==> config.mk <==
export PLATFORM = sky130hd
export DESIGN_NAME = gear_input_conditioner_flat
export DESIGN_NICKNAME = d
export VERILOG_FILES = /design/src/rtl/gear_input_conditioner_if.sv /design/src/rtl/gear_input_conditioner.sv /design/src/flat_wrapper.sv
export SDC_FILE = /design/constraint.sdc
export NUM_CORES = 1
export LEC_CHECK = 0
export CAP_MARGIN = 10
export CORE_UTILIZATION = 50
export DETAILED_ROUTE_END_ITERATION = 7
export PLACE_DENSITY = 0.74
export SYNTH_ARGS = -nofsm -noshare
export SYNTH_HDL_FRONTEND = slang
export SYNTH_SLANG_ARGS = --single-unit
==> constraint.sdc <==
create_clock -name Clock -period 3.59 [get_ports Clock]
set_input_delay 0.359 -clock Clock [delete_from_list [all_inputs] [get_ports Clock]]
set_output_delay 0.359 -clock Clock [all_outputs]
set_load 0.01 [all_outputs]
==> src/rtl/gear_input_conditioner_if.sv <==
// Purpose: groups the controller-facing signals of the gear input conditioner.
// Latency: none (wires only).
// Backpressure: none; every signal is a level that is sampled each cycle.
interface gear_input_conditioner_if;
    logic Timer;
    logic LeverRaw;
    logic GearIsDownRaw;
    logic GearIsUpRaw;
    logic PlaneOnGroundRaw;
    logic Lever;
    logic GearIsDown;
    logic GearIsUp;
    logic PlaneOnGround;
    logic TimeUp;
    logic SensorFault;

    // Controller / sensor side: drives raw inputs and Timer, consumes conditioned outputs.
    modport master (
        output Timer, LeverRaw, GearIsDownRaw, GearIsUpRaw, PlaneOnGroundRaw,
        input  Lever, GearIsDown, GearIsUp, PlaneOnGround, TimeUp, SensorFault
    );

    // Conditioner side.
    modport slave (
        input  Timer, LeverRaw, GearIsDownRaw, GearIsUpRaw, PlaneOnGroundRaw,
        output Lever, GearIsDown, GearIsUp, PlaneOnGround, TimeUp, SensorFault
    );
endinterface

==> src/rtl/gear_input_conditioner.sv <==
// Purpose: sync + debounce gear/cockpit inputs, takeoff timeout timer, sticky sensor-fault flag.
// Latency: 2 cycles sync, plus DB_TICKS-1..DB_TICKS ticks debounce; TimeUp after TIMEOUT_TICKS ticks.
// Backpressure: none; inputs are levels. Define GEAR_COND_DB_BYPASS_EN to drop the debounce stage.
module gear_input_conditioner #(
    parameter int TICK_DIV      = 1000,
    parameter int DB_TICKS      = 8,
    parameter int TIMEOUT_TICKS = 2000,
    parameter int CNT_W         = 12
) (
    input  logic                       Clock,
    input  logic                       Clear,
    gear_input_conditioner_if.slave    gif
);

    localparam int PRE_W = (TICK_DIV > 1) ? $clog2(TICK_DIV) : 1;
    localparam int DB_W  = $clog2(DB_TICKS + 1);
    // Bit order {Lever, GearIsDown, GearIsUp, PlaneOnGround}: parked on ground, gear down.
    localparam logic [3:0] RST_VAL = 4'b1101;

    typedef enum logic [1:0] {T_IDLE, T_RUN, T_EXPIRED} tstate_t;

    logic [3:0]       raw;
    logic [3:0]       sync1;
    logic [3:0]       sync2;
    logic [3:0]       cond;
    logic [PRE_W-1:0] pre_cnt;
    logic             tick;
    tstate_t          state;
    tstate_t          state_nxt;
    logic [CNT_W-1:0] tcnt;
    logic [CNT_W-1:0] tcnt_nxt;
    logic             time_up;
    logic             time_up_nxt;
    logic             fault;

    assign raw = {gif.LeverRaw, gif.GearIsDownRaw, gif.GearIsUpRaw, gif.PlaneOnGroundRaw};

    // Two-flop synchronizer; flops park at the safe on-ground values.
    always_ff @(posedge Clock or posedge Clear) begin
        if (Clear) begin
            sync1 <= RST_VAL;
            sync2 <= RST_VAL;
        end else begin
            sync1 <= raw;
            sync2 <= sync1;
        end
    end

    // Free-running timebase; only Clear restarts it so tick phase is independent of Timer.
    always_ff @(posedge Clock or posedge Clear) begin
        if (Clear) begin
            pre_cnt <= '0;
        end else if (pre_cnt == PRE_W'(TICK_DIV - 1)) begin
            pre_cnt <= '0;
        end else begin
            pre_cnt <= pre_cnt + 1'b1;
        end
    end

    assign tick = (pre_cnt == PRE_W'(TICK_DIV - 1));

`ifdef GEAR_COND_DB_BYPASS_EN
    assign cond = sync2;
`else
    logic [DB_W-1:0] db_cnt [4];

    // Per-input debounce: output follows sync only after DB_TICKS consecutive differing ticks.
    always_ff @(posedge Clock or posedge Clear) begin
        if (Clear) begin
            cond <= RST_VAL;
            for (int i = 0; i < 4; i++) begin
                db_cnt[i] <= '0;
            end
        end else begin
            for (int i = 0; i < 4; i++) begin
                if (sync2[i] == cond[i]) begin
                    db_cnt[i] <= '0;
                end else if (tick) begin
                    if (db_cnt[i] == DB_W'(DB_TICKS - 1)) begin
                        cond[i]   <= sync2[i];
                        db_cnt[i] <= '0;
                    end else begin
                        db_cnt[i] <= db_cnt[i] + 1'b1;
                    end
                end
            end
        end
    end
`endif

    // Timer FSM state register.
    always_ff @(posedge Clock or posedge Clear) begin
        if (Clear) begin
            state   <= T_IDLE;
            tcnt    <= '0;
            time_up <= 1'b0;
        end else begin
            state   <= state_nxt;
            tcnt    <= tcnt_nxt;
            time_up <= time_up_nxt;
        end
    end

    // Timer FSM next state: Timer=1 wins over tick; counting begins one cycle after leaving IDLE.
    always_comb begin
        state_nxt   = state;
        tcnt_nxt    = tcnt;
        time_up_nxt = time_up;
        if (gif.Timer) begin
            state_nxt   = T_IDLE;
            tcnt_nxt    = '0;
            time_up_nxt = 1'b0;
        end else begin
            case (state)
                T_IDLE: begin
                    state_nxt = T_RUN;
                end
                T_RUN: begin
                    if (tick) begin
                        tcnt_nxt = tcnt + 1'b1;
                        if (tcnt_nxt == CNT_W'(TIMEOUT_TICKS)) begin
                            state_nxt   = T_EXPIRED;
                            time_up_nxt = 1'b1;
                        end
                    end
                end
                T_EXPIRED: begin
                    time_up_nxt = 1'b1;
                end
                default: begin
                    state_nxt = T_IDLE;
                    tcnt_nxt  = '0;
                end
            endcase
        end
    end

    // Sticky flag for both gear sensors reading asserted at once; cleared only by Clear.
    always_ff @(posedge Clock or posedge Clear) begin
        if (Clear) begin
            fault <= 1'b0;
        end else if (cond[2] && cond[1]) begin
            fault <= 1'b1;
        end
    end

    assign gif.Lever         = cond[3];
    assign gif.GearIsDown    = cond[2];
    assign gif.GearIsUp      = cond[1];
    assign gif.PlaneOnGround = cond[0];
    assign gif.TimeUp        = time_up;
    assign gif.SensorFault   = fault;

endmodule

==> src/flat_wrapper.sv <==
// flat-port wrapper written by rule: the top's interface ports become plain ports
module gear_input_conditioner_flat 
#(
    parameter int TICK_DIV      = 1000,
    parameter int DB_TICKS      = 8,
    parameter int TIMEOUT_TICKS = 2000,
    parameter int CNT_W         = 12
)
  (Clock, Clear, gif_Timer, gif_LeverRaw, gif_GearIsDownRaw, gif_GearIsUpRaw, gif_PlaneOnGroundRaw, gif_Lever, gif_GearIsDown, gif_GearIsUp, gif_PlaneOnGround, gif_TimeUp, gif_SensorFault);
  gear_input_conditioner_if gif_i ();
  input  logic Clock;
  input  logic Clear;
  input wire logic [$bits(gif_i.Timer)-1:0] gif_Timer;
  input wire logic [$bits(gif_i.LeverRaw)-1:0] gif_LeverRaw;
  input wire logic [$bits(gif_i.GearIsDownRaw)-1:0] gif_GearIsDownRaw;
  input wire logic [$bits(gif_i.GearIsUpRaw)-1:0] gif_GearIsUpRaw;
  input wire logic [$bits(gif_i.PlaneOnGroundRaw)-1:0] gif_PlaneOnGroundRaw;
  output wire logic [$bits(gif_i.Lever)-1:0] gif_Lever;
  output wire logic [$bits(gif_i.GearIsDown)-1:0] gif_GearIsDown;
  output wire logic [$bits(gif_i.GearIsUp)-1:0] gif_GearIsUp;
  output wire logic [$bits(gif_i.PlaneOnGround)-1:0] gif_PlaneOnGround;
  output wire logic [$bits(gif_i.TimeUp)-1:0] gif_TimeUp;
  output wire logic [$bits(gif_i.SensorFault)-1:0] gif_SensorFault;
  assign gif_i.Timer = gif_Timer;
  assign gif_i.LeverRaw = gif_LeverRaw;
  assign gif_i.GearIsDownRaw = gif_GearIsDownRaw;
  assign gif_i.GearIsUpRaw = gif_GearIsUpRaw;
  assign gif_i.PlaneOnGroundRaw = gif_PlaneOnGroundRaw;
  assign gif_Lever = gif_i.Lever;
  assign gif_GearIsDown = gif_i.GearIsDown;
  assign gif_GearIsUp = gif_i.GearIsUp;
  assign gif_PlaneOnGround = gif_i.PlaneOnGround;
  assign gif_TimeUp = gif_i.TimeUp;
  assign gif_SensorFault = gif_i.SensorFault;
  gear_input_conditioner #(.TICK_DIV(TICK_DIV), .DB_TICKS(DB_TICKS), .TIMEOUT_TICKS(TIMEOUT_TICKS), .CNT_W(CNT_W)) u_core (.Clock(Clock), .Clear(Clear), .gif(gif_i));
endmodule
==> metrics.md <==
| Metric | Value |
|---|---|
| Status | `complete, no violations` |
| Slew Limit Fails | `0` |
| Wire per inst | `between 10 and 15 µm` |
| RSZ-0062 raised after global routing | `false` |
| Fmax | `roughly 400 MHz` |
| GP Congestion | `approximately 0.85` |
| Worst Path Max Fanout | `22` |
| Switching share of power | `between 20% and 30%` |
| Sequential share of the synthesized area | `51.1%` |
| Routed Antenna Nets | `0` |
| P_int | `782 µW` |
| Vias per inst | `between 5 and 6` |
| Flop pwr share | `between 60% and 70%` |
| Final Hold Fails | `0` |
| Worst EP required | `3.84 ns` |
| # diodes | `0` |
| Worst-Skew Late Latency | `~0.31 ns` |
| Starting Density | `a little over half` |
| Largest net degree at the start of global routing | `42` |
| Syn nets | `about 280` |
| Area grow syn2layout | `10.2%` |
| Worst hold start | `u_core.sync1[3]` |
| # port buffers | `12` |
| CTS Sinks | `54` |
| Fraction of layout cells with a size suffix above 1 | `10.0%` |
| Setup violations, final | `0` |
| Yosys warning total | `0` |
| Initial antenna violation count | `0` |
| CTS resizes | `0` |
| Tcrit/Tclk final | `roughly 70%` |
| Minimum clock period | `approximately 2.5 ns` |
| Fillers | `457` |
| HP Class | `flop to flop` |
| Clock Pin Slew Worst Setup and Hold Paths | `0.10 ns` |
| Clock buffer depth | `2` |
| Core Region | `between 0.005 and 0.006 mm²` |
| Data arrival time of the critical path | `about 2.8 ns` |
| Cell Area, Synth | `0.00267 mm²` |
| Leakage | `roughly 0.0012 µW` |
| Main synth FF type | `dfrtp_1` |
| Unique cell type count in the Yosys netlist | `44` |
| Hold bufs inserted after CTS | `0` |
| CTS tree | `yes` |
| First-pass GRT wire length | `8420 µm` |
| Skew final | `between 0.009 and 0.01 ns` |
| DR iter-0 viols | `135` |
| Post-synth EDFFs | `0` |
| #FFs+latches synth | `54` |
| Setup CP Type | `flop to flop` |
| GRT Overall Usage | `just over 20%` |
| DRC violations left | `0` |
| Reg2Reg Launch Point | `u_core.pre_cnt[0]` |
| Post-Place Setup Slack | `1.08 ns` |
| Mapped Cells | `about 270` |
| Max-cap viol count | `0` |
| FP Rows | `26` |
| Worst slew pin tran | `0.830 ns` |
| Grt total ovfl | `0` |
| Chip width | `75.0 µm` |
| Initial DRT Pass Iterations | `4` |
| Pwr Density | `340 mW/mm²` |
| Peak supply drop | `~0.31 mV` |
| Setup Buffers After CTS | `0` |
| Ys async rst share | `100%` |
| Die area | `about 0.0056 mm²` |
| Root Driver | `clkbuf_8` |
| WL final | `just under 5000 µm` |
| Post-DP HPWL | `~3400 µm` |
| Die Ht | `roughly 75 µm` |
| Worst Setup End Kind | `flop` |
| Slew margin rel. | `around 45%` |
| Startpoint Class | `flop` |
| Comb pwr share | `3.2%` |
| Final TNS setup | `0 ns` |
| Syn avg cell area | `10.0 µm²` |
| Fin nets | `between 200 and 300` |
| Power, Total | `around 1000 µW` |
| PnR worst setup slack | `1.05 ns` |
| Switching pwr | `219 µW` |
| Num CTS Buffers | `5` |
| Total number of vias | `2008` |
| Vias in the first global route | `roughly 1900` |
| Io pins | `13` |
| Critical path origin | `u_core.pre_cnt[0]` |
| Clock power frac | `35.0%` |
| Max H-tree Level | `2` |
[placed cells by master, fill, tap and decap left out, types with 3 or more instances in the layout]
cell,synthesis,layout
a21o_1,3,3
a21oi_1,17,17
a22o_1,4,4
a31oi_1,3,3
and4b_1,3,3
clkbuf_8,0,6
clkdlybuf4s50_1,0,12
dfrtp_1,45,45
dfstp_2,9,9
ha_1,6,6
inv_1,10,9
mux2_2,5,5
mux2i_1,3,3
nand2_1,29,29
nand2b_1,3,3
nand3_1,16,16
nand4_1,13,13
nor2_1,21,21
nor3_1,8,7
nor4_1,4,4
o21ai_0,7,7
or3_1,6,6
or4_1,3,3
xnor2_1,9,9
xor2_1,9,9
[power by group through the flow]
stage | Clock (µW) | Combinational [µW] | Sequential, µW
after floorplan | 0 | 20.6 | 630
after global placement | 0 | 32.7 | 631
after detailed placement | 0 | 33.3 | 631
after CTS | 360 | 33.3 | 619
after global routing | 383 | 36.7 | 620
final | 350 | 32.0 | 619
[cell usage after synthesis (2+ instances only)]
| library cell | count | share of area (%) |
|---|---|---|
| buf_2 | 4 | 0.75 |
| a31oi_1 | 3 | 0.70 |
| dfstp_2 | 9 | 8.9 |
| nor2_1 | 21 | 3.0 |
| mux2i_1 | 3 | 1.1 |
| nor4_1 | 4 | 0.94 |
| ha_1 | 6 | 2.8 |
| a22o_1 | 4 | 1.3 |
| xnor2_1 | 9 | 3.0 |
| a2111oi_0 | 2 | 0.66 |
| o21ai_0 | 7 | 1.3 |
| dfrtp_1 | 45 | 42 |
| nand2b_1 | 3 | 0.70 |
| nand3_1 | 16 | 3.0 |
| or3_1 | 6 | 1.4 |
| nand4_1 | 13 | 3.0 |
| a21oi_1 | 17 | 3.2 |
| nor3_1 | 8 | 1.5 |
| a21o_1 | 3 | 0.84 |
| mux2_2 | 5 | 2.1 |
| xor2_1 | 9 | 3.0 |
| and4b_1 | 3 | 1.1 |
| and2_1 | 2 | 0.47 |
| inv_1 | 10 | 1.4 |
| nand2_1 | 29 | 4.1 |
| or4_1 | 3 | 0.84 |
| a32oi_1 | 2 | 0.66 |
| clkbuf_1 | 4 | 0.56 |
[per-stage QoR]
stage,cell area [µm²],cells,hold slack (ns),util (%)
3_3_place_gp,2850,341,0.335,55.8
5_1_grt,2940,349,0.369,57.6
2_1_floorplan,2670,266,0.331,-
6_report,2940,349,0.360,57.6
3_5_place_dp,2850,341,0.338,55.8
4_1_cts,2940,349,0.363,57.6
[layout make-up]
| type | instances | area [µm²] | area share (%) |
|---|---|---|---|
| Sequential cell | 54 | 1360 | 46.3 |
| Multi-Input combinational cell | 193 | 1230 | 41.7 |
| Timing Repair Buffer | 14 | 135 | 4.60 |
| Tap cell | 70 | 87.6 | 2.98 |
| Clock buffer | 7 | 86.3 | 2.94 |
| Inverter | 10 | 37.5 | 1.28 |
| Clock inverter | 1 | 5.00 | 0.170 |
[logic make-up after synthesis]
logic type | count (synthesis) | synth area share, %
mux | 8 | 3.24
flops | 54 | 51.1
simple gates | 115 | 22.6
buf+inv | 19 | 3.14
fa+ha+maj | 6 | 2.81
compound gates | 46 | 11.3
xor+xnor | 18 | 5.91
[flip-flops by register name, indices dropped and copies added (netlist names)]
name	count
u_core.gif.TimeUp	1
u_core.gif.SensorFault	1
u_core.sync2	4
u_core.state	2
u_core.db_cnt	16
u_core.tcnt	12
u_core.pre_cnt	10
u_core.cond	4
u_core.sync1	4
[per-layer routing]
metal / global-route usage [%] / wire length [µm] / up-vias
met3: 4.42 / 199 / 4
met2: 33.4 / 2300 / 47
met1: 26.7 / 2360 / 969
li1: - / - / 988
met4: 6.92 / 38 / 0
met5: 0 / 0 / -
[critical path, cell delays in order (launching register included)]
cell,delay [ns]
dfrtp_1,0.38
ha_1,0.26
and4b_1,0.34
nand3_1,0.54
nor3_1,0.70
mux2_2,0.26
[path summary, 6_finish.rpt]
check,end,slack [ns],depth (start not counted)
worst min-delay path,u_core.sync2[3],0.36,0
min in group asynchronous,u_core.state[1],0.54,2
max in group asynchronous,u_core.sync1[3],2.27,3
worst min register to register,u_core.sync2[3],0.36,0
worst max register to register,u_core.tcnt[0],1.05,5
worst max-delay path,u_core.tcnt[0],1.05,5
No activity file was read; power rests on OpenSTA's default activity.
